$ cat src/rtl/sub_pixel_out_serializer.sv
// ---------------------------------------------------------------------------
// sub_pixel_out_serializer
//   Receive end of the sub-pixel delay path. Each accepted 4-lane word of
//   U13.9 pixels is rounded to 14-bit integers in a registered stage, written
//   into a small word FIFO, and then emitted one pixel per valid/ready
//   transfer (lane 0 first) together with its index in the line and an
//   end-of-line flag.
//
// Ports
//   clk            clock, all logic on posedge
//   reset          asynchronous active-low reset
//   in_v/in_ready  input word handshake (in_v while !in_ready drops the word)
//   in_lane0..3    U13.9 interpolated pixels, lane 0 = earliest
//   pix_out        rounded serial pixel (registered)
//   pix_out_v      pix_out valid (registered)
//   pix_out_rdy    downstream ready
//   pix_idx        pixel index within the line (registered)
//   eol            high with the pixel at index LINE_LEN-1 (registered)
//   ovf            sticky dropped-word flag
//   ovf_clr        synchronous clear of ovf (a same-cycle drop wins)
// ---------------------------------------------------------------------------
module sub_pixel_out_serializer #(
    parameter int DEPTH    = 4,
    parameter int LINE_LEN = 512,
    parameter int FRAC     = 9
) (
    input  logic        clk,
    input  logic        reset,
    input  logic        in_v,
    output logic        in_ready,
    input  logic [21:0] in_lane0,
    input  logic [21:0] in_lane1,
    input  logic [21:0] in_lane2,
    input  logic [21:0] in_lane3,
    output logic [13:0] pix_out,
    output logic        pix_out_v,
    input  logic        pix_out_rdy,
    output logic [9:0]  pix_idx,
    output logic        eol,
    output logic        ovf,
    input  logic        ovf_clr
);

    localparam int PW = (DEPTH > 1) ? $clog2(DEPTH) : 1;
    localparam int CW = PW + 1;
    localparam logic [CW-1:0] DEPTH_C  = CW'(DEPTH);
    localparam logic [9:0]    LAST_IDX = 10'(LINE_LEN - 1);
    localparam logic [22:0]   RND_C    = 23'(1) << (FRAC - 1);

    typedef enum logic {
        S_EMPTY = 1'b0,
        S_SHIFT = 1'b1
    } state_t;

    // Round half up; the 23-bit sum keeps the carry out of 22'h3FFFFF.
    function automatic logic [13:0] round_lane(input logic [21:0] x);
        logic [22:0] sum;
        sum = {1'b0, x} + RND_C;
        return 14'(sum >> FRAC);
    endfunction

    // Word layout is {lane3, lane2, lane1, lane0}.
    function automatic logic [13:0] lane_of(input logic [55:0] w, input logic [1:0] s);
        logic [13:0] r;
        case (s)
            2'd0:    r = w[13:0];
            2'd1:    r = w[27:14];
            2'd2:    r = w[41:28];
            default: r = w[55:42];
        endcase
        return r;
    endfunction

    logic          stage_v_q, stage_v_d;
    logic [55:0]   stage_q, stage_d;
    logic [55:0]   mem_q [DEPTH];
    logic [PW-1:0] wr_ptr_q, wr_ptr_d, rd_ptr_q, rd_ptr_d;
    logic [CW-1:0] cnt_q, cnt_d;
    state_t        state_q, state_d;
    logic [1:0]    lane_sel_q, lane_sel_d;
    logic [13:0]   pix_q, pix_d;
    logic          pix_v_q, pix_v_d;
    logic [9:0]    idx_q, idx_d;
    logic          eol_q, eol_d;
    logic          ovf_q, ovf_d;

    logic [CW-1:0] occ_s;
    logic          in_ready_s, accept_s, drop_s, push_s, pop_s, xfer_s, more_s;
    logic [PW-1:0] rd_nxt_s;
    logic [55:0]   head_s, next_word_s;
    logic [9:0]    idx_inc_s;

    // The stage holds a word that is already committed to the FIFO, so it
    // counts against capacity; this keeps in_ready free of in_v/pix_out_rdy.
    assign occ_s       = cnt_q + CW'(stage_v_q);
    assign in_ready_s  = reset && (occ_s < DEPTH_C);
    assign accept_s    = in_v && in_ready_s;
    assign drop_s      = in_v && !in_ready_s;
    assign push_s      = stage_v_q;
    assign xfer_s      = pix_v_q && pix_out_rdy;
    assign head_s      = mem_q[rd_ptr_q];
    assign rd_nxt_s    = rd_ptr_q + PW'(1);
    assign more_s      = (cnt_q > CW'(1));
    // When only the head is stored, the word behind it is still in the stage
    // and is being written this cycle; take it from there so there is no bubble.
    assign next_word_s = more_s ? mem_q[rd_nxt_s] : stage_q;
    assign idx_inc_s   = (idx_q == LAST_IDX) ? 10'd0 : idx_q + 10'd1;

    // Round stage, FIFO bookkeeping and sticky overflow next-state.
    always_comb begin
        stage_v_d = accept_s;
        if (accept_s) begin
            stage_d = {round_lane(in_lane3), round_lane(in_lane2),
                       round_lane(in_lane1), round_lane(in_lane0)};
        end else begin
            stage_d = stage_q;
        end
        if (push_s) begin
            wr_ptr_d = wr_ptr_q + PW'(1);
        end else begin
            wr_ptr_d = wr_ptr_q;
        end
        if (pop_s) begin
            rd_ptr_d = rd_nxt_s;
        end else begin
            rd_ptr_d = rd_ptr_q;
        end
        case ({push_s, pop_s})
            2'b10:   cnt_d = cnt_q + CW'(1);
            2'b01:   cnt_d = cnt_q - CW'(1);
            default: cnt_d = cnt_q;
        endcase
        if (drop_s) begin
            ovf_d = 1'b1;
        end else if (ovf_clr) begin
            ovf_d = 1'b0;
        end else begin
            ovf_d = ovf_q;
        end
    end

    // Serializer FSM next-state and registered-output next values.
    always_comb begin
        state_d    = state_q;
        lane_sel_d = lane_sel_q;
        pix_d      = pix_q;
        pix_v_d    = pix_v_q;
        idx_d      = idx_q;
        eol_d      = eol_q;
        pop_s      = 1'b0;
        case (state_q)
            S_EMPTY: begin
                if (cnt_q != CW'(0)) begin
                    state_d    = S_SHIFT;
                    lane_sel_d = 2'd0;
                    pix_d      = lane_of(head_s, 2'd0);
                    pix_v_d    = 1'b1;
                    eol_d      = (idx_q == LAST_IDX);
                end else begin
                    pix_v_d    = 1'b0;
                    eol_d      = 1'b0;
                end
            end
            S_SHIFT: begin
                if (xfer_s) begin
                    idx_d = idx_inc_s;
                    if (lane_sel_q != 2'd3) begin
                        lane_sel_d = lane_sel_q + 2'd1;
                        pix_d      = lane_of(head_s, lane_sel_q + 2'd1);
                        eol_d      = (idx_inc_s == LAST_IDX);
                    end else begin
                        pop_s      = 1'b1;
                        lane_sel_d = 2'd0;
                        if (more_s || push_s) begin
                            pix_d = lane_of(next_word_s, 2'd0);
                            eol_d = (idx_inc_s == LAST_IDX);
                        end else begin
                            state_d = S_EMPTY;
                            pix_v_d = 1'b0;
                            eol_d   = 1'b0;
                        end
                    end
                end else begin
                    idx_d = idx_q;
                end
            end
            default: begin
                state_d    = S_EMPTY;
                lane_sel_d = 2'd0;
                pix_v_d    = 1'b0;
                eol_d      = 1'b0;
            end
        endcase
    end

    // FIFO storage; no reset needed since the pointers define what is valid.
    always_ff @(posedge clk) begin
        if (push_s) begin
            mem_q[wr_ptr_q] <= stage_q;
        end
    end

    // State registers with asynchronous active-low reset.
    always_ff @(posedge clk or negedge reset) begin
        if (!reset) begin
            stage_v_q  <= 1'b0;
            stage_q    <= 56'd0;
            wr_ptr_q   <= '0;
            rd_ptr_q   <= '0;
            cnt_q      <= '0;
            state_q    <= S_EMPTY;
            lane_sel_q <= 2'd0;
            pix_q      <= 14'd0;
            pix_v_q    <= 1'b0;
            idx_q      <= 10'd0;
            eol_q      <= 1'b0;
            ovf_q      <= 1'b0;
        end else begin
            stage_v_q  <= stage_v_d;
            stage_q    <= stage_d;
            wr_ptr_q   <= wr_ptr_d;
            rd_ptr_q   <= rd_ptr_d;
            cnt_q      <= cnt_d;
            state_q    <= state_d;
            lane_sel_q <= lane_sel_d;
            pix_q      <= pix_d;
            pix_v_q    <= pix_v_d;
            idx_q      <= idx_d;
            eol_q      <= eol_d;
            ovf_q      <= ovf_d;
        end
    end

    assign in_ready  = in_ready_s;
    assign pix_out   = pix_q;
    assign pix_out_v = pix_v_q;
    assign pix_idx   = idx_q;
    assign eol       = eol_q;
    assign ovf       = ovf_q;

endmodule
$ cat config.mk
export PLATFORM = sky130hd
export DESIGN_NAME = sub_pixel_out_serializer
export DESIGN_NICKNAME = d
export VERILOG_FILES = /design/src/rtl/sub_pixel_out_serializer.sv
export SDC_FILE = /design/constraint.sdc
export NUM_CORES = 1
export LEC_CHECK = 0
export CAP_MARGIN = 20
export CORE_UTILIZATION = 63
export DETAILED_ROUTE_END_ITERATION = 7
export HOLD_SLACK_MARGIN = 0.1
export PLACE_DENSITY = 0.87
export SETUP_SLACK_MARGIN = 0.4
export SYNTH_ARGS = -nofsm -noshare
export SYNTH_HDL_FRONTEND = slang
export SYNTH_SLANG_ARGS = --single-unit
$ cat constraint.sdc
create_clock -name clk -period 4.8 [get_ports clk]
set_clock_uncertainty 0.2 [all_clocks]
set_input_delay 0.96 -clock clk [delete_from_list [all_inputs] [get_ports clk]]
set_output_delay 0.96 -clock clk [all_outputs]
set_load 0.01 [all_outputs]
==> results.json, run 1 <==
{
  "synth_top_cells_by_area": "edfxtp_1, dfrtp_1, mux2i_1, o21ai_0, nand2_1",
  "status": "finished with violations",
  "grt_pass1_vias": 9457,
  "cpLargestDelayFamily": "flip-flops",
  "fin_nets": 1242,
  "max_freq_mhz": 300.8,
  "synth_warnings": 0,
  "required_ps": 3640,
  "p_per_area_nw_per_um2": 441.3,
  "numCtsBuffers": 31,
  "grt.overflow.total": 0,
  "std_cell_rows": 54,
  "worstSetupPathType": "reg2out",
  "routed_wl_um": 33100,
  "crit_slowest_cell": "dfrtp_1",
  "antenna_found_initial": 0,
  "critical_path_buf_inv_count": 1,
  "cts_tree": "done",
  "start_util": 0.6497,
  "p_sw_w": 0.001887,
  "path_cells": "nand4_1, a21boi_2, clkdlybuf4s50_1",
  "grt_pass1_wl_um": 51450,
  "synth_edf_count": 224,
  "grt_usage": 0.2902,
  "synthFlopType": "edfxtp_1",
  "syn_area_um2": 14310,
  "synth_most_common_cell": "edfxtp_1",
  "clockRootBuffer": "clkbuf_16",
  "h-tree-depth": 1,
  "setup_tns_ps": 0,
  "synth_top_area_share": 0.4701,
  "dp_cells": 1375,
  "whs_ps": 323.1,
  "gp_congestion": 0.8700,
  "min-delay-path-class": "reg2reg",
  "dr.pass1.iters": 8,
  "startpoint_type": "register",
  "die_h_um": 152.7,
  "synth_cell_type_count": 60,
  "yosys.area.top_type": "edfxtp_1",
  "hold_violations": 0,
  "r2r-start": "rd_ptr_q[1]",
  "drv_slew": 0,
  "yosys-top-cells-count": "edfxtp_1, nand2_1, dfrtp_1, mux2i_1, o21ai_0",
  "core_um2": 22030,
  "p_seq_frac": 0.565,
  "setup_viol": 0,
  "yosysSeqAreaShare": 0.6344,
  "cellLeakagePower_nw": 5.699,
  "clk_latency_ps": 560,
  "drt_iter0_drc": 979,
  "n_antenna_cell": 0,
  "critical-path-max-stage-delay_ps": 590,
  "power_switching_share": 0.2621,
  "port_buffers": 88,
  "worstSetupEndpointType": "output pin",
  "power.internal_w": 0.005311,
  "worstPathArrival_ps": 2160,
  "syn-instance-count": 1051,
  "die_x_um": 152.7,
  "cts-resized-gates": 0,
  "hold_buffers": 0,
  "postCtsSetupBuffers": 0,
  "tightestPinTransition_ps": 934.1,
  "ios": 121,
  "num_vias": 9157,
  "place_ws_ps": 1410,
  "drt_drc_violations_left": 6,
  "setup.worst_path.start": "push_s",
  "peakVddDrop_v": 0.0003336,
  "via_per_inst": 6.386,
  "final_cells": 1434,
  "grt_max_degree": 85,
  "clkTransAtPathRegs_ps": 60,
  "areaGrowthSynthToFinish_pct": 13.98,
  "synthArstFlopShare": 0.2956,
  "cp_max_fo": 11,
  "slew_headroom": 0.3773,
  "min_from": "stage_q[17]",
  "layout-drive-gt1-share": 0.1109,
  "violations": "DRC",
  "antenna_left": 0,
  "rsz0062_at_grt": "no",
  "power_frac_clock": 0.335,
  "drv_cap": 0,
  "fin_ws_ps": 1476,
  "combinationalPowerShare": 0.100,
  "finalCriticalPeriod_ps": 3324,
  "synth.avg_cell_area_um2": 13.62,
  "die_area_um2": 23320,
  "period_share": 0.6925,
  "clock_sinks": 318,
  "dp_hpwl_um": 20560,
  "syn_nets": 1164,
  "wl_per_cell_um": 23.08,
  "ys_seq_elements": 318,
  "cts_max_path_buffers": 3
}
==> cell type report <==
| cell class | count | area [um2] |
|---|---|---|
| repair buffers | 100 | 984.7 |
| fillers | 1336 | 5715 |
| well taps | 280 | 350.3 |
| clock buffers | 42 | 857.1 |
| inverters | 27 | 101.3 |
| clock inverters | 16 | 160.2 |
| flip-flops and latches | 318 | 9084 |
| multi-input cells | 651 | 4773 |
==> cells in the final DEF (no fill, tap or decap), types with 7 or more instances in the layout <==
master,instances
nand4_1,10
xnor2_1,29
clkbuf_1,7
and3_1,14
o41ai_2,13
clkdlybuf4s50_1,87
nand2b_1,10
a221oi_1,13
mux2i_1,79
o22ai_1,29
edfxtp_1,224
o21ai_1,19
ha_1,20
nor3_1,7
o22a_1,11
nand2_1,95
o21ai_0,72
mux4_2,14
inv_1,27
nand3_1,30
buf_4,11
mux2_2,18
a31oi_1,16
xor2_1,29
nor2_1,46
dfrtp_1,92
a21oi_1,22
clkbuf_16,31
==> registers in the layout, summed over array words and instances, names as in the netlist, 2 cells and up <==
name        flops
cnt_q           3
lane_sel_q      2
mem_q         224
pix_idx        10
pix_out        14
rd_ptr_q        2
stage_q        56
wr_ptr_q        2
==> path summary, 6_finish.rpt <==
kind | to | slack [ps] | cells past startpoint
worst min register to register | mem_q[1][17] | 320 | 0
worst min-delay path | mem_q[1][17] | 320 | 0
max in group asynchronous | stage_q[33] | 2870 | 3
worst max-delay path | in_ready | 1480 | 3
min in group asynchronous | pix_idx[5] | 350 | 2
worst max register to register | pix_out[2] | 1910 | 5
==> power groups by stage <==
stage	combinational (W)	sequential, W	clock (W)
3_3_place_gp	0.000668	0.00403	0
3_5_place_dp	0.000708	0.00410	0
4_1_cts	0.000723	0.00405	0.00242
6_report	0.000720	0.00407	0.00241
2_1_floorplan	0.000477	0.00390	0
5_1_grt	0.000808	0.00412	0.00253
==> routing by layer <==
layer / GRT usage / wire length, um
met3: 0.05375 / 3029
met5: 0 / 0
met2: 0.4965 / 16430
met4: 0.1318 / 1334
met1: 0.3615 / 12300
==> metrics by stage <==
step             util  area (um2)  power (W)
3_5_place_dp   0.6938       15280   0.004803
3_3_place_gp   0.6938       15280   0.004701
2_1_floorplan       -       14310   0.004381
4_1_cts        0.7400       16300   0.007200
6_report       0.7405       16310   0.007198
5_1_grt        0.7405       16310   0.007454
==> logic make-up after synthesis <==
| family | count (synthesis) | share of synthesized area |
|---|---|---|
| fa+ha+maj | 20 | 0.01749 |
| flops | 318 | 0.6344 |
| buf+inv | 82 | 0.03288 |
| xor+xnor | 58 | 0.03550 |
| compound gates | 212 | 0.09959 |
| mux | 118 | 0.09749 |
| simple gates | 243 | 0.08263 |
Power figures use the tool's default switching activity.
==> inputs of run 2 (changes only) <==
Settings changed: CORE_UTILIZATION 63 to 52, PLACE_DENSITY 0.87 to 0.77.
Clock period 4.8 ns to 2.9 ns, I/O delays scaled along.
==> run 2 against run 1 <==
The flow now finishes without violations. Worst setup slack got worse by 990 ps. Wire length decreased by 6.1%. Non-clock buffer count grew 25. Die area grew 21%. Sequential power increased by 64%. Hold slack got worse by 230 ps. Clock power up 67%. Combinational power increased by 75%. Register-to-register slack worse by 1400 ps. Critical path depth increased by 3. Global-route usage decreased by 6.6 points. Final area up 2.3%. Critical endpoint is now pix_out[9].
==> results.json, run 2 (synthesis gave the netlist of run 1 again) <==
{
  "status": "finished clean",
  "clk_latency_ps": 510,
  "top_register": "mem_q",
  "startpoint_type": "register",
  "final_cells": 1523,
  "period_share": 0.8319,
  "h-tree-depth": 2,
  "grt_pass1_wl_um": 48640,
  "ios": 121,
  "setup_viol": 0,
  "dp_cells": 1458,
  "std_cell_rows": 60,
  "peakVddDrop_v": 0.0005007,
  "required_ps": 3070,
  "port_buffers": 88,
  "critical_path_buf_inv_count": 1,
  "rsz0062_at_grt": "no",
  "setup_tns_ps": 0,
  "drv_cap": 0,
  "layout-drive-gt1-share": 0.1320,
  "num_vias": 8915,
  "grt.overflow.total": 0,
  "crit_slowest_cell": "o41ai_2",
  "n_fill_cell": 1996,
  "drv_slew": 0,
  "antenna_left": 0,
  "via_per_inst": 5.854,
  "drt_drc_violations_left": 0,
  "cts_tree": "done",
  "dr.pass1.iters": 5,
  "clkTransAtPathRegs_ps": 60,
  "grt_max_degree": 57,
  "max_freq_mhz": 414.5,
  "antenna_found_initial": 0,
  "largest_reg_flops": 224,
  "die_h_um": 167.9,
  "slew_headroom": 0.5142,
  "cpLargestDelayFamily": "compound AO/OA/AOI/OAI gates",
  "n_antenna_cell": 0,
  "worstPathArrival_ps": 2580,
  "drt_iter0_drc": 1037,
  "die_area_um2": 28190,
  "hold_buffers": 0,
  "fin_nets": 1270,
  "path_cells": "inv_1, ha_1, nand2_2, o22ai_1, o41ai_2, a31oi_1",
  "p_per_area_nw_per_um2": 717.3,
  "finalCriticalPeriod_ps": 2412,
  "die_x_um": 167.9,
  "cellLeakagePower_nw": 5.849,
  "wl_per_cell_um": 20.41,
  "cp_max_fo": 14,
  "final_cell_mix": "edfxtp_1, nand2_1, dfrtp_1",
  "grt_usage": 0.2247,
  "tightestPinTransition_ps": 728.7,
  "routed_wl_um": 31080,
  "start_util": 0.5310,
  "dp_hpwl_um": 20090,
  "gp_congestion": 0.8390,
  "critical-path-max-stage-delay_ps": 460,
  "numCtsBuffers": 34,
  "final_common_cell": "edfxtp_1",
  "cts_max_path_buffers": 3,
  "areaGrowthSynthToFinish_pct": 16.57,
  "core_um2": 26950,
  "grt_pass1_vias": 8888,
  "worstSetupEndpointType": "register",
  "clock_sinks": 318,
  "min-delay-path-class": "in2async",
  "worstSetupPathType": "reg2reg",
  "power_w": 0.01196,
  "hold_violations": 0,
  "clockRootBuffer": "clkbuf_16"
}
run 2: cell count changes in the layout (fill, tap and decap cells not counted), moves of 4 or more:
cell	delta
buf_4	+17
clkbuf_1	+6
clkbuf_16	+4
buf_12	+7
run 2: area by class of cell:
cell class / instances / area [um2] / area share
Sequential cell: 318 / 9087 / 0.5448
Multi-Input combinational cell: 651 / 4776 / 0.2863
Timing Repair Buffer: 125 / 1266 / 0.07591
Clock buffer: 49 / 938.4 / 0.05626
Tap cell: 341 / 426.7 / 0.02558
Inverter: 27 / 101.3 / 0.006076
Clock inverter: 12 / 85.08 / 0.005101
run 2: stage by stage:
stage	hold slack (ps)	cell area, um2	setup slack [ps]	utilization
finish	88.57	16680	487.5	0.6189
global route	137.6	16680	419.1	0.6189
CTS	112.7	16660	429.8	0.6180
detailed placement	303.3	15610	396.4	0.5792
global placement	293.8	15610	437.3	0.5792
floorplan	84.41	14310	417.9	-
run 2: final timing paths:
path / start / endpoint / slack [ps] / depth (start not counted)
worst max-delay path: lane_sel_q[0] / pix_out[9] / 490 / 6
worst min-delay path: reset / pix_idx[6] / 90 / 2
worst max register to register: lane_sel_q[0] / pix_out[9] / 490 / 6
worst min register to register: stage_q[26] / mem_q[3][26] / 310 / 0
max in group asynchronous: reset / stage_q[23] / 1320 / 3
min in group clk: stage_q[26] / mem_q[3][26] / 310 / 0
run 2: routing by layer:
metal / share of wire / vias up / track usage
met3: 0.066 / 55 / 0.03808
met1: 0.43 / 4389 / 0.3064
met4: 0.030 / 0 / 0.08656
met5: 0 / - / 0
met2: 0.47 / 309 / 0.3627
li1: - / 4162 / -
run 2: timing repair:
item | 4_1_cts | 5_1_grt
hold endpoints to repair | 0 | 0
gates cloned | 0 | 0
resized for setup | 3 | 4
pin swaps | 1 | 0
setup buffers | 3 | 1
setup endpoints to repair | 1 | 12
run 2: power breakdown:
group,switching [W],internal [W],total [W]
Sequential,0.000676,0.00600,0.00667
Combinational,0.000744,0.000520,0.00126
Clock,0.00168,0.00234,0.00403
